$ cat src/rtl/iana_trace_packer.sv
// Trace capture packer: buffers TRACE_W-bit trace records in a FIFO, serialises them into
// DATA_W-bit AXI-Stream beats framed into PKT_LEN-record packets, and raises a hysteretic stall.
module iana_trace_packer #(
    parameter int TRACE_W  = 128,
    parameter int DATA_W   = 32,
    parameter int DEPTH    = 16,
    parameter int PKT_LEN  = 64,
    parameter int STALL_HI = 12,
    parameter int STALL_LO = 8
) (
    input  logic                     clk,
    input  logic                     rst,
    input  logic [TRACE_W-1:0]       trace_in,
    input  logic                     trace_valid,
    input  logic                     cfg_enable,
    input  logic                     cfg_stall_en,
    input  logic                     cfg_flush,
    output logic                     stall_req,
    output logic [DATA_W-1:0]        m_tdata,
    output logic [DATA_W/8-1:0]      m_tkeep,
    output logic                     m_tlast,
    output logic                     m_tvalid,
    input  logic                     m_tready,
    output logic [$clog2(DEPTH):0]   level,
    output logic [15:0]              drop_count,
    output logic                     overflow
);
    localparam int RATIO = TRACE_W / DATA_W;
    localparam int AW    = $clog2(DEPTH);
    localparam int LW    = AW + 1;
    localparam int BW    = (RATIO > 1) ? $clog2(RATIO) : 1;
    localparam int CW    = (PKT_LEN > 1) ? $clog2(PKT_LEN) : 1;

    function automatic logic [15:0] sat_inc16(input logic [15:0] v);
        return (v == 16'hFFFF) ? v : v + 16'd1;
    endfunction

    logic [TRACE_W-1:0] mem_q [DEPTH];
    logic [AW-1:0]      wr_ptr_q, rd_ptr_q;
    logic [LW-1:0]      level_q, level_d;
    logic [BW-1:0]      beat_q;
    logic [CW-1:0]      rec_cnt_q;
    logic               flush_pend_q, stall_q, ovf_q;
    logic [15:0]        drop_q;

    logic               valid, hs, last_beat, pop, want, full, push, drop, tlast, tlast_hs;
    logic [TRACE_W-1:0] head;
    logic [DATA_W-1:0]  word;

    assign valid     = (level_q != '0);
    assign hs        = valid & m_tready;
    assign last_beat = (beat_q == BW'(RATIO - 1));
    assign pop       = hs & last_beat;
    assign want      = trace_valid & cfg_enable;
    assign full      = (level_q == LW'(DEPTH));
    // A full FIFO still accepts when the head record leaves in the same cycle.
    assign push      = want & (~full | pop);
    assign drop      = want & full & ~pop;
    assign tlast     = valid & last_beat &
                       ((rec_cnt_q == CW'(PKT_LEN - 1)) | (flush_pend_q & (level_q == LW'(1))));
    assign tlast_hs  = hs & tlast;
    assign head      = mem_q[rd_ptr_q];

    always_comb begin
        word = '0;
        if (valid) word = head[32'(beat_q) * DATA_W +: DATA_W];
    end

    always_comb begin
        level_d = level_q;
        if (push && !pop)      level_d = level_q + LW'(1);
        else if (!push && pop) level_d = level_q - LW'(1);
    end

    always_ff @(posedge clk) begin
        if (push) mem_q[wr_ptr_q] <= trace_in;
    end

    always_ff @(posedge clk) begin
        if (rst) begin
            wr_ptr_q     <= '0;
            rd_ptr_q     <= '0;
            level_q      <= '0;
            beat_q       <= '0;
            rec_cnt_q    <= '0;
            flush_pend_q <= 1'b0;
            stall_q      <= 1'b0;
            drop_q       <= '0;
            ovf_q        <= 1'b0;
        end else begin
            level_q <= level_d;
            if (push) wr_ptr_q <= wr_ptr_q + AW'(1);
            if (pop)  rd_ptr_q <= rd_ptr_q + AW'(1);
            if (hs)   beat_q   <= last_beat ? '0 : beat_q + BW'(1);

            if (tlast_hs)  rec_cnt_q <= '0;
            else if (pop)  rec_cnt_q <= rec_cnt_q + CW'(1);

            // An idle flush with no open packet has nothing to close.
            if (cfg_flush && !(level_q == '0 && rec_cnt_q == '0)) flush_pend_q <= 1'b1;
            else if (tlast_hs)                                     flush_pend_q <= 1'b0;

            if (!cfg_stall_en || level_q <= LW'(STALL_LO)) stall_q <= 1'b0;
            else if (level_q >= LW'(STALL_HI))             stall_q <= 1'b1;

            if (drop) begin
                drop_q <= sat_inc16(drop_q);
                ovf_q  <= 1'b1;
            end
        end
    end

    assign stall_req  = stall_q;
    assign m_tvalid   = valid;
    assign m_tdata    = word;
    assign m_tkeep    = {(DATA_W/8){valid}};
    assign m_tlast    = tlast;
    assign level      = level_q;
    assign drop_count = drop_q;
    assign overflow   = ovf_q;
endmodule

$ cat config.mk
export PLATFORM = sky130hd
export DESIGN_NAME = iana_trace_packer
export DESIGN_NICKNAME = d
export VERILOG_FILES = /design/src/rtl/iana_trace_packer.sv
export SDC_FILE = /design/constraint.sdc
export NUM_CORES = 2
export LEC_CHECK = 0
export ABC_AREA = 1
export BUFFER_PORTS_ARGS = -buffer_cell sky130_fd_sc_hd__clkbuf_2
export CAP_MARGIN = 10
export CORE_MARGIN = 5
export CORE_UTILIZATION = 37
export CTS_CLUSTER_DIAMETER = 150
export DETAILED_ROUTE_END_ITERATION = 10
export HOLD_SLACK_MARGIN = 0.08
export MAX_ROUTING_LAYER = met4
export PLACE_DENSITY = 0.51
export SLEW_MARGIN = 30
export SYNTH_ARGS = -nofsm -noshare
export SYNTH_HDL_FRONTEND = slang
export SYNTH_SLANG_ARGS = --single-unit
$ cat constraint.sdc
create_clock -name clk -period 7.45 [get_ports clk]
set_input_delay 1.49 -clock clk [delete_from_list [all_inputs] [get_ports clk]]
set_output_delay 1.49 -clock clk [all_outputs]
set_load 0.01 [all_outputs]
Word-level counts from Yosys, hierarchy flattened
Memories as Yosys holds them, arrays and structs flattened. A register that Yosys moved wholly into a read port is not among the register bits.
Cells that the tools add are included.
- add/sub/neg operators: 7
- $lt $le $gt $ge: 2
- equal/unequal tests: 5
- shift operators: 1
- muxes and demuxes: 10
- bitwise logic cells: 15
- reductions and logical operators: 17
- operator list (cell ; number):
    $shiftx 128x8->32 ; 1
    $mux 32 ; 1
    $add 16x1->16 const B ; 1
    $eq 16x16->1 const B ; 1
    $and 1x1->1 ; 10
    $mux 5 ; 2
    $add 4x1->4 const B ; 2
    $mux 4 ; 2
    $add 6x1->6 const B ; 1
    $eq 6x6->1 const B ; 1
    $logic_not 6->1 ; 1
    $add 5x1->5 const B ; 1
    $eq 5x1->1 const B ; 1
    $eq 5x5->1 const B ; 1
    $ge 5x4->1 const B ; 1
    $le 5x4->1 const B ; 1
    $logic_not 5->1 ; 1
    $reduce_bool 5->1 ; 1
    $sub 5x1->5 const B ; 1
    $logic_and 1x1->1 ; 4
    $logic_not 1->1 ; 4
    $mux 1 ; 4
    $reduce_bool 2->1 ; 2
    $reduce_or 2->1 ; 2
    other kinds (7) ; 10
- bits in registers: 40
- RAM bits: 2048
- input bits: 135
- memories kept: 1
- memories (memory ; depth ; bits a word ; rd ports ; clocked after Yosys merged registers in ; wr ports ; line ; source):
    mem_q ; 16 ; 128 ; 1 ; 1 ; 1 ; 38 ; logic [TRACE_W-1:0] mem_q [DEPTH];

Logic depth before layout (Yosys ltp)
- word-level depth: 9
- depth in mapped cells: 14
- gate-level depth less buffers: 13

Worst setup path before layout
Ideal clock, no wire load.
- path kind: input to register
- from: in m_tready
- to: mem mem_q[11][0], enable pin
- library setup time: 0.617 ns
- arrival: 7.403 ns
- path slack: -0.570 ns
- stages on the path: 6
- path through: nand3_2 -> nand4_1 -> nand2_1 -> inv_2 -> nand2_1 -> nor2_1
- word-level cells in the longest chain between the ends: 6
- ends and longest elaborated chain (item ; line ; source):
    from (decl) ; 23 ; input logic m_tready,
    $and 1x1->1 ; 51 ; assign hs = valid & m_tready;
    $and 1x1->1 ; 53 ; assign pop = hs & last_beat;
    $or 1x1->1 ; 57 ; assign push = want & (~full | pop);
    $and 1x1->1 ; 57 ;
    named net push ; 46 ; logic valid, hs, last_beat, pop, want, full, push, drop, tlast, tlast_hs;
    $mux 1 ; 76 ; if (push) mem_q[wr_ptr_q] <= trace_in;
    $mux 1 (implied by the code) ; 76 ;
    to (decl) ; 38 ;
The timed path passes the listed nets, and every way through them passes these cells.

==> out/results.tsv <==
metric	value	unit
status	complete, no violations	
Final WS setup	1390	ps
fin crit share	81.3	%
chip width	487	µm
Worst R2R Start	level[0]$_SDFFE_PP0P_	
Worst-Skew Late Latency	870	ps
Yosys reg bits	2092	
HPWL after detailed placement	118	mm
Max transition margin	29.4	%
Final Slew Violations	0	
crit path cell chain	inv_16, buf_16, buf_12, nand2_1, nand3_1, nand3_1, nand2_1, nand2_1, nand2_1, nand2_1, nand2_1, nor2_1, nor2_1, clkbuf_2	
Vias	54600	
VDD IR max	0.215	mV
number of fill cells	21100	
Cell Area, Synth	84300	µm²
Hold Path Cell Cnt	2	
Routed wire per std cell	24.4	µm
DR iter-0 viols	4896	
Mapped Cells	7041	
CP Capture Type	output port	
Max Cap Violations	0	
Total Die Area	237000	µm²
CP Capture Point	m_tdata[31]	
syn nets	7190	
hold_buf cts	0	
Setup Fix Bufs, Post-CTS	0	
H-tree depth	4	
share of layout cells above drive strength 1	8.55	%
I/O Buffers	195	
global-route total usage across every layer	21.4	%
Area Overhead vs Synth	12.9	%
CP Max Fanout	142	
drt drc	0	
First-pass DRT Iterations	6	
CTS root buf	clkbuf_16	
# rows	175	
via/cell ratio	5.29	
Pleak	33.2	nW
worst r2r dst	mem_q[6][14]$_DFFE_PP_	
synth unique cells	34	
crit path time final	6060	ps
critical path class	reg2out	
nets@finish	7247	
pwr/cell area	261	nW/µm²
worst hold path class	reg2reg	
Initial Util	37.1	%
initial antenna violation count	44	
largest net degree at the start of global routing	238	
CTS tree	yes	
crit-path most repeated cell	nand2_1	
Register-to-Register Setup Slack	2630	ps
maximum clock path buffer count	3	
number of global-route vias before repair	53000	
total core area	227000	µm²
gr ovfl total	0	
Final setup viols	0	
CTS Buf Count	221	
global-route wire length before repair	368	mm
DRT Wirelength	252	mm
clock sinks	2092	
syn_area_per_cell	12.0	µm²
CTS resizes	0	
Fin Clk Skew	45.9	ps
Worst EP required	5960	ps
Least-Margin Pin Slew	1060	ps
Die Y	487	µm
R2R depth	11	
Critical Path Start Type	register	
TNS Setup	0	ps
RSZ-0062 raised after global routing	false	
I/O Pins	196	
crit path DAT	4570	ps
endpoints failing hold	0	
gpl congestion	0.764	
Ys Warns	0	
remaining antenna violation count	0	
Fmax achieved	0.165	GHz
worst slack at placement	1990	ps
crit-path max cell delay	570	ps
clock slew at reported path FFs	60	ps
proportion of synthesized chip area in sequential cells	74.0	%
critical path's slowest cell	dfxtp_4	
==> sequential cells by signal (all words and copies together) (netlist names), named ones only <==
name / cells
beat_q: 2
drop_count: 16
flush_pend_q: 1
level: 5
mem_q: 2048
overflow: 1
rd_ptr_q: 4
rec_cnt_q: 6
stall_req: 1
wr_ptr_q: 4
==> cells in the mapped netlist <==
cell | number | share of area [%]
nor2_4 | 1 | 0.013
nand3b_1 | 1 | 0.0089
clkbuf_1 | 97 | 0.43
nand3_1 | 1786 | 11
ha_1 | 14 | 0.21
xnor2_1 | 4 | 0.042
o21ai_0 | 36 | 0.21
buf_4 | 44 | 0.39
o22a_1 | 1 | 0.010
buf_1 | 46 | 0.20
a31oi_1 | 2 | 0.015
buf_6 | 14 | 0.19
nand2_2 | 1 | 0.0074
o21ai_1 | 9 | 0.053
dfxtp_1 | 44 | 1.0
inv_2 | 4 | 0.018
a21oi_1 | 69 | 0.41
and3_1 | 1 | 0.0074
edfxtp_1 | 2048 | 73
inv_1 | 39 | 0.17
nand2_1 | 2342 | 10
or2_2 | 2 | 0.015
buf_2 | 257 | 1.5
o41ai_1 | 1 | 0.010
a211oi_1 | 1 | 0.0089
nand3_2 | 2 | 0.024
o22ai_1 | 17 | 0.13
o211ai_1 | 1 | 0.0089
nor3_1 | 15 | 0.089
nand4_1 | 3 | 0.022
inv_4 | 1 | 0.0074
xor2_1 | 12 | 0.12
clkinv_1 | 1 | 0.0045
nor2_1 | 125 | 0.56
==> per-layer routing <==
layer | vias to the layer above | track usage [%] | routed length, µm
met3 | 382 | 3.43 | 14200
met5 | - | - | 0
met2 | 1536 | 34.9 | 121000
li1 | 25100 | - | -
met4 | 0 | 5.09 | 5750
met1 | 27500 | 28.2 | 110000
==> cell usage in the layout (no fill, tap or decap), types with 9 or more instances in the layout <==
| cell | synthesis | layout |
|---|---|---|
| nand2_1 | 2342 | 2342 |
| edfxtp_1 | 2048 | 2048 |
| nand3_1 | 1786 | 1786 |
| clkbuf_16 | 0 | 227 |
| clkbuf_2 | 0 | 195 |
| nor2_1 | 125 | 109 |
| a21oi_1 | 69 | 69 |
| clkinv_1 | 1 | 60 |
| clkbuf_1 | 97 | 54 |
| buf_4 | 44 | 54 |
| clkinv_2 | 0 | 40 |
| dfxtp_1 | 44 | 38 |
| inv_1 | 39 | 36 |
| o21ai_0 | 36 | 36 |
| buf_12 | 0 | 36 |
| diode_2 | 0 | 22 |
| nor2_4 | 1 | 17 |
| o22ai_1 | 17 | 17 |
| bufinv_16 | 0 | 16 |
| nor3_1 | 15 | 15 |
| ha_1 | 14 | 14 |
| xor2_1 | 12 | 12 |
| o21ai_1 | 9 | 9 |
==> kinds of logic after synthesis <==
kind of cell	share of synthesized area, %
and+or+nand+nor	21.8
DFF	74.0
adders and majority gates	0.208
AOI/OAI and AO/OA	0.857
buffers and inverters	2.95
xor gates and xnor gates	0.166
==> area by class of cell <==
type / instances / area (µm²) / share of cell area [%]
clock inverter: 127 / 1070 / 1.13
tap: 3009 / 3760 / 3.96
antenna: 22 / 55.1 / 0.0579
sequential: 2092 / 62400 / 65.6
multi-input combinational: 4446 / 19500 / 20.5
inverter: 45 / 215 / 0.226
clock buffer: 281 / 5880 / 6.18
timing repair buffer: 292 / 2250 / 2.36
==> through the flow <==
step	utilization, %	instance area, µm²	cells	power [mW]	hold WS (ps)
after detailed placement	38.8	88100	9881	14.4	452
after CTS	41.8	95000	10300	25.1	467
final	41.9	95200	10300	24.8	461
after global routing	41.9	95200	10300	25.6	484
after floorplan	-	84300	7041	13.8	428
after global placement	38.8	88000	9879	14.4	445
==> power by group <==
| group | total [mW] | switching (mW) | internal (mW) |
|---|---|---|---|
| sequential | 13.0 | 0.0432 | 13.0 |
| combinational | 1.09 | 0.849 | 0.245 |
| clock | 10.7 | 4.59 | 6.10 |
==> how the worst min path moves through the flow <==
stage,startpoint,endpoint
final,flush_pend_q$_SDFFE_PP0P_,flush_pend_q$_SDFFE_PP0P_
after global routing,stall_req$_SDFFE_PP0P_,stall_req$_SDFFE_PP0P_
after CTS,flush_pend_q$_SDFFE_PP0P_,flush_pend_q$_SDFFE_PP0P_
after detailed placement,flush_pend_q$_SDFFE_PP0P_,flush_pend_q$_SDFFE_PP0P_
after global placement,flush_pend_q$_SDFFE_PP0P_,flush_pend_q$_SDFFE_PP0P_
after floorplan,flush_pend_q$_SDFFE_PP0P_,flush_pend_q$_SDFFE_PP0P_
==> worst max-delay path, delay by kind of cell, from the launching register on <==
family	cells	cell delay [ps]
buffers and inverters	4	1670
and+or+nand+nor	10	1350
DFF	1	570
Power figures use the tool's default switching activity.
